`src/rtl/pipeline_pkg.sv`:
```
// Shared pipeline definitions: hazard FSM state encoding, register index width and the IF/ID NOP.
// Latency: none (types and constants). Backpressure: none.
package pipeline_pkg;

    localparam int DEF_REG_ADDR_W = 5;

    localparam logic [1:0] ST_RST_FLUSH = 2'd0;
    localparam logic [1:0] ST_RUN       = 2'd1;
    localparam logic [1:0] ST_STALL2    = 2'd2;

    // addi x0, x0, 0 -- written into IF/ID when the flush path fires
    localparam logic [31:0] NOP_INSTR = 32'h0000_0013;

    typedef enum logic [1:0] {
        S_RST_FLUSH = ST_RST_FLUSH,
        S_RUN       = ST_RUN,
        S_STALL2    = ST_STALL2
    } hz_state_e;

    typedef struct packed {
        logic pc_write;
        logic ifid_write;
        logic idex_bubble;
        logic ifid_flush;
    } ctrl_t;

    localparam ctrl_t CTRL_RUN   = '{pc_write: 1'b1, ifid_write: 1'b1, idex_bubble: 1'b0, ifid_flush: 1'b0};
    localparam ctrl_t CTRL_REDIR = '{pc_write: 1'b1, ifid_write: 1'b1, idex_bubble: 1'b0, ifid_flush: 1'b1};
    localparam ctrl_t CTRL_STALL = '{pc_write: 1'b0, ifid_write: 1'b0, idex_bubble: 1'b1, ifid_flush: 1'b0};
    localparam ctrl_t CTRL_RESET = '{pc_write: 1'b0, ifid_write: 1'b0, idex_bubble: 1'b1, ifid_flush: 1'b1};

endpackage

```
`src/rtl/hazard_reg_match.sv`:
```
// Register hazard compare: does a qualified producer rd feed the ID instruction's rs1/rs2 (x0 excluded).
// Latency: combinational. Backpressure: none.
module hazard_reg_match
    import pipeline_pkg::*;
#(
    parameter int REG_ADDR_W = DEF_REG_ADDR_W
) (
    input  logic                  en,
    input  logic [REG_ADDR_W-1:0] rd,
    input  logic [REG_ADDR_W-1:0] rs1,
    input  logic [REG_ADDR_W-1:0] rs2,
    input  logic                  uses_rs2,
    output logic                  hit
);

    logic rd_nz;
    logic hit_a;
    logic hit_b;

    assign rd_nz = (rd != '0);
    assign hit_a = rd_nz && (rd == rs1);
    assign hit_b = rd_nz && uses_rs2 && (rd == rs2);
    assign hit   = en && (hit_a || hit_b);

endmodule

```
`src/rtl/hazard_stall_unit.sv`:
```
// ID-stage stall/flush control for load-use, branch-operand hazards and taken redirects; HAZARD_PERF_CNT_EN adds perf counters.
// Latency: outputs are combinational from state and inputs. Backpressure: stalls hold PC and IF/ID and bubble ID/EX.
module hazard_stall_unit
    import pipeline_pkg::*;
#(
    parameter int REG_ADDR_W = DEF_REG_ADDR_W,
    parameter int CNT_W      = 32
) (
    input  logic                  clk,
    input  logic                  rst,
    input  logic [REG_ADDR_W-1:0] IFIDrs1,
    input  logic [REG_ADDR_W-1:0] IFIDrs2,
    input  logic                  IFID_uses_rs2,
    input  logic                  IFID_branch,
    input  logic                  IFID_jump,
    input  logic                  branch_taken,
    input  logic [REG_ADDR_W-1:0] IDEXrd,
    input  logic                  IDEX_RegWrite,
    input  logic                  IDEX_MemRead,
    input  logic [REG_ADDR_W-1:0] EXMEMrd,
    input  logic                  EXMEM_MemRead,
    output logic                  pc_write,
    output logic                  ifid_write,
    output logic                  idex_bubble,
    output logic                  ifid_flush,
    output logic                  stall_active
`ifdef HAZARD_PERF_CNT_EN
    ,
    output logic [CNT_W-1:0]      stall_cycles,
    output logic [CNT_W-1:0]      flush_count
`endif
);

    hz_state_e state;
    hz_state_e state_nxt;
    ctrl_t     ctrl;

    logic hit_ex_ld;
    logic hit_ex_alu;
    logic hit_mem_ld;
    logic haz_br_ld_ex;
    logic haz_single;
    logic redirect;

    hazard_reg_match #(.REG_ADDR_W(REG_ADDR_W)) u_match_ex_ld (
        .en       (IDEX_MemRead),
        .rd       (IDEXrd),
        .rs1      (IFIDrs1),
        .rs2      (IFIDrs2),
        .uses_rs2 (IFID_uses_rs2),
        .hit      (hit_ex_ld)
    );

    hazard_reg_match #(.REG_ADDR_W(REG_ADDR_W)) u_match_ex_alu (
        .en       (IDEX_RegWrite && !IDEX_MemRead),
        .rd       (IDEXrd),
        .rs1      (IFIDrs1),
        .rs2      (IFIDrs2),
        .uses_rs2 (IFID_uses_rs2),
        .hit      (hit_ex_alu)
    );

    hazard_reg_match #(.REG_ADDR_W(REG_ADDR_W)) u_match_mem_ld (
        .en       (EXMEM_MemRead),
        .rd       (EXMEMrd),
        .rs1      (IFIDrs1),
        .rs2      (IFIDrs2),
        .uses_rs2 (IFID_uses_rs2),
        .hit      (hit_mem_ld)
    );

    // A branch on a load still in EX needs two bubbles; every other hazard clears after one.
    assign haz_br_ld_ex = IFID_branch && hit_ex_ld;
    assign haz_single   = hit_ex_ld || (IFID_branch && (hit_ex_alu || hit_mem_ld));
    assign redirect     = IFID_jump || (IFID_branch && branch_taken);

    always_ff @(posedge clk or posedge rst) begin
        if (rst) begin
            state <= S_RST_FLUSH;
        end else begin
            state <= state_nxt;
        end
    end

    always_comb begin
        state_nxt = state;
        ctrl      = CTRL_RUN;
        case (state)
            S_RST_FLUSH: begin
                ctrl      = CTRL_RESET;
                state_nxt = S_RUN;
            end
            S_RUN: begin
                // Stall outranks redirect: branch_taken is not trusted while an operand is pending.
                if (haz_br_ld_ex) begin
                    ctrl      = CTRL_STALL;
                    state_nxt = S_STALL2;
                end else if (haz_single) begin
                    ctrl = CTRL_STALL;
                end else if (redirect) begin
                    ctrl = CTRL_REDIR;
                end
            end
            S_STALL2: begin
                ctrl      = CTRL_STALL;
                state_nxt = S_RUN;
            end
            default: begin
                ctrl      = CTRL_RESET;
                state_nxt = S_RST_FLUSH;
            end
        endcase
    end

    assign pc_write     = ctrl.pc_write;
    assign ifid_write   = ctrl.ifid_write;
    assign idex_bubble  = ctrl.idex_bubble;
    assign ifid_flush   = ctrl.ifid_flush;
    assign stall_active = (state != S_RUN) || !ctrl.pc_write;

`ifdef HAZARD_PERF_CNT_EN
    always_ff @(posedge clk or posedge rst) begin
        if (rst) begin
            stall_cycles <= '0;
            flush_count  <= '0;
        end else if (state != S_RST_FLUSH) begin
            if (!ctrl.pc_write && (stall_cycles != '1)) begin
                stall_cycles <= stall_cycles + 1'b1;
            end
            if (ctrl.ifid_flush && (flush_count != '1)) begin
                flush_count <= flush_count + 1'b1;
            end
        end
    end
`endif

endmodule

```
`config.mk`:
```
export PLATFORM = sky130hd
export DESIGN_NAME = hazard_stall_unit
export DESIGN_NICKNAME = d
export VERILOG_FILES = /design/src/rtl/pipeline_pkg.sv /design/src/rtl/hazard_reg_match.sv /design/src/rtl/hazard_stall_unit.sv
export SDC_FILE = /design/constraint.sdc
export NUM_CORES = 1
export LEC_CHECK = 0
export CORE_MARGIN = 2
export CORE_UTILIZATION = 30
export CTS_BUF_LIST = sky130_fd_sc_hd__clkbuf_4 sky130_fd_sc_hd__clkbuf_8
export CTS_CLUSTER_SIZE = 8
export DETAILED_ROUTE_END_ITERATION = 7
export PLACE_DENSITY = 0.73
export SLEW_MARGIN = 5
export SYNTH_ARGS = -nofsm -noshare
export SYNTH_HDL_FRONTEND = slang
export SYNTH_SLANG_ARGS = --single-unit
```
`constraint.sdc`:
```
create_clock -name clk -period 4.9 [get_ports clk]
set_input_delay 0.735 -clock clk [delete_from_list [all_inputs] [get_ports clk]]
set_output_delay 0.735 -clock clk [all_outputs]
set_load 0.03 [all_outputs]
```
==> flow_summary.json <==
{
  "outcome": "completed",
  "path_max_fanout": 4,
  "peakVddDrop_mv": 0.356,
  "area_delta_synth_final_pct": 80.9,
  "max-clock-path-buffers": 2,
  "drv_slew": 0,
  "critPathKind": "input port to output pin",
  "power.switching_mw": 0.114,
  "critPathLaunchType": "input port",
  "arrival_ns": 3.09,
  "synth_top_area_frac": 0.349,
  "drive_gt1_frac": 0.0326,
  "grt_pass1_wl_um": 2020,
  "yosys-top-cells-count": "xor2_1, nor2_1, inv_1, ha_1",
  "insertion_delay_ns": 0.22,
  "synthAdderAreaFrac": 0.0831,
  "post_cts_resized": 0,
  "clockRootBuffer": "clkbuf_4",
  "cp_slowest_cell": "clkdlybuf4s50_1",
  "p_total_mw": 0.251,
  "crit_chain": "clkdlybuf4s50_1 -> xor2_1 -> nor4_1 -> a32oi_1 -> o32a_1 -> o21ai_1 -> clkdlybuf4s50_1",
  "synth.most_common_cell": "xor2_1",
  "drt_wl_total_um": 1290,
  "synth-xor-area-share": 0.388,
  "min_period_ns": 3.82,
  "path_delay_family": "buffers and inverters",
  "ios": 34,
  "die-area_sq_um": 1830,
  "vias": 508,
  "gp_congestion": 0.801,
  "start_util": 0.311,
  "maxCapViolations": 0,
  "swShare": 0.453,
  "synth_area_leaders": "xor2_1, dfrtp_1, ha_1",
  "relSlewSlack": 0.795,
  "ys_async_sr_fraction": 1.00,
  "ys.flop_type": "dfrtp_1",
  "crit_buf_inv": 2,
  "synthCells": 57,
  "core_area_sq_um": 1450,
  "ys_ff_latch": 2,
  "rsz0062_at_grt": "false",
  "dpl.hpwl_um": 1060,
  "worstHoldPathType": "flop to flop",
  "nNetsFinal": 126,
  "hold_viol_final": 0,
  "drtIter0Drc": 5,
  "dr.pass1.iters": 3,
  "largest-register": "state",
  "synthesis.nets": 89,
  "finalSetupTns_ns": 0,
  "dieHeight_um": 42.8,
  "numPortBuffers": 33,
  "clock-sinks": 2,
  "worstPathRequired_ns": 4.16,
  "synth_edf_count": 0,
  "power_frac_comb": 0.763,
  "grt_max_degree": 6,
  "htree_levels": 1,
  "largest_reg_flops": 2,
  "setup_viol": 0,
  "synth_top_family_by_area": "XOR/XNOR gates",
  "avgSynthCellArea_sq_um": 7.92,
  "fmax_mhz": 262,
  "synth-compound-area-share": 0.175,
  "grt_usage": 0.145,
  "cp_slowest_stage_delay_ns": 0.68,
  "cts_tree": "built",
  "worst-slew-pin-transition_ns": 0.307,
  "internal_power_mw": 0.137,
  "pwr-share-seq": 0.094,
  "synthSimpleGateAreaFrac": 0.172,
  "grt_pass1_vias": 506,
  "drc": 0,
  "postCtsSetupBuffers": 0,
  "ys_warn_count": 0,
  "yosys.cell_types.count": 22,
  "wl_per_cell_um": 12.0,
  "end_kind": "output pin",
  "num_antenna_cells": 0,
  "antenna_found_initial": 0,
  "skew_ns": 0.0000517,
  "path_clk_slew_ns": 0.03,
  "die_w_um": 42.8,
  "top_regs": "state (2)",
  "p_clk_frac": 0.143,
  "p_leak_nw": 0.333,
  "holdBufCountCts": 0,
  "cts_inserted_buffers": 3,
  "crit_top_cell": "clkdlybuf4s50_1",
  "synth_mux_area_frac": 0.0222,
  "viasPerCell": 4.70,
  "fin_crit_sh": 0.780,
  "yosysTopAreaCell": "xor2_1",
  "synth_area_sq_um": 452,
  "fp-row-count": 14,
  "yosysSeqAreaShare": 0.111,
  "grt.overflow.total": 0,
  "ant_nets": 0,
  "cellPowerDensity_nw_per_um2": 308
}
==> power by group through the flow <==
stage               Combinational [mW]  Sequential [mW]  Clock (mW)
global route                     0.204           0.0240      0.0384
global placement                 0.190           0.0237           0
floorplan                        0.114           0.0236           0
detailed placement               0.192           0.0238           0
CTS                              0.192           0.0236      0.0392
finish                           0.192           0.0236      0.0360
==> tightest hold or removal path, delay by kind of cell (launching register included) <==
kind	cells	cell delay, ns
flops	1	0.36
mux	1	0.09
buf+inv	1	0.10
==> layout by cell type (no fill, tap or decap), drive strengths merged <==
master | netlist | final
a21oi | 2 | 2
a32oi | 2 | 2
and3 | 1 | 1
clkbuf | 0 | 3
clkdlybuf4s50 | 0 | 33
dfrtp | 2 | 2
ha | 3 | 3
inv | 4 | 4
mux2i | 1 | 1
nand3 | 1 | 1
nor2 | 6 | 6
nor2b | 1 | 1
nor3 | 2 | 2
nor4 | 2 | 2
o211ai | 2 | 2
o21a | 1 | 1
o21ai | 2 | 2
o2bb2ai | 1 | 1
o32a | 1 | 1
or4 | 2 | 2
xnor2 | 2 | 2
xor2 | 18 | 18
==> cell families (layout without fill, tap and decap cells) <==
family          after synthesis  after routing
simple gates                 15             15
flops                         2              2
buf+inv                       5             40
fa+ha+maj                     3              3
compound gates               11             11
mux                           1              1
xor+xnor                     20             20
==> per-stage QoR <==
step,area [sq um],hold WS (ns),setup WS (ns),utilization,std cells
floorplan,452,0.476,1.98,-,57
global placement,795,0.578,1.11,0.546,105
detailed placement,795,0.606,1.09,0.546,105
CTS,817,0.610,1.08,0.562,108
global route,817,0.637,0.950,0.562,108
finish,817,0.609,1.08,0.562,108
==> path summary, 6_finish.rpt <==
path,start,endpoint,slack (ns),depth (start not counted)
setup / recovery,IDEXrd[2],idex_bubble,1.08,7
hold / removal,state[0],state[0],0.61,2
setup reg to reg,state[1],state[0],3.82,4
hold reg to reg,state[0],state[0],0.61,2
max in group asynchronous,rst,state[0],4.13,2
min in group asynchronous,rst,state[1],0.66,2
==> final cells by class <==
cell class,instances,area (sq um)
clock buffer,3,22.5
fill,139,637
inverter,4,15.0
multi-input combinational,50,379
sequential,2,50.0
tap,16,20.0
timing repair buffer,33,330
==> per-layer routing <==
metal / vias up / GRT usage / wire [um]
met1: 222 / 0.172 / 571
met5: - / 0 / 0
met3: 0 / 0.0298 / 70
met4: 0 / 0.0750 / 0
li1: 271 / - / -
met2: 15 / 0.242 / 650
(Power assumes the default switching activity.)
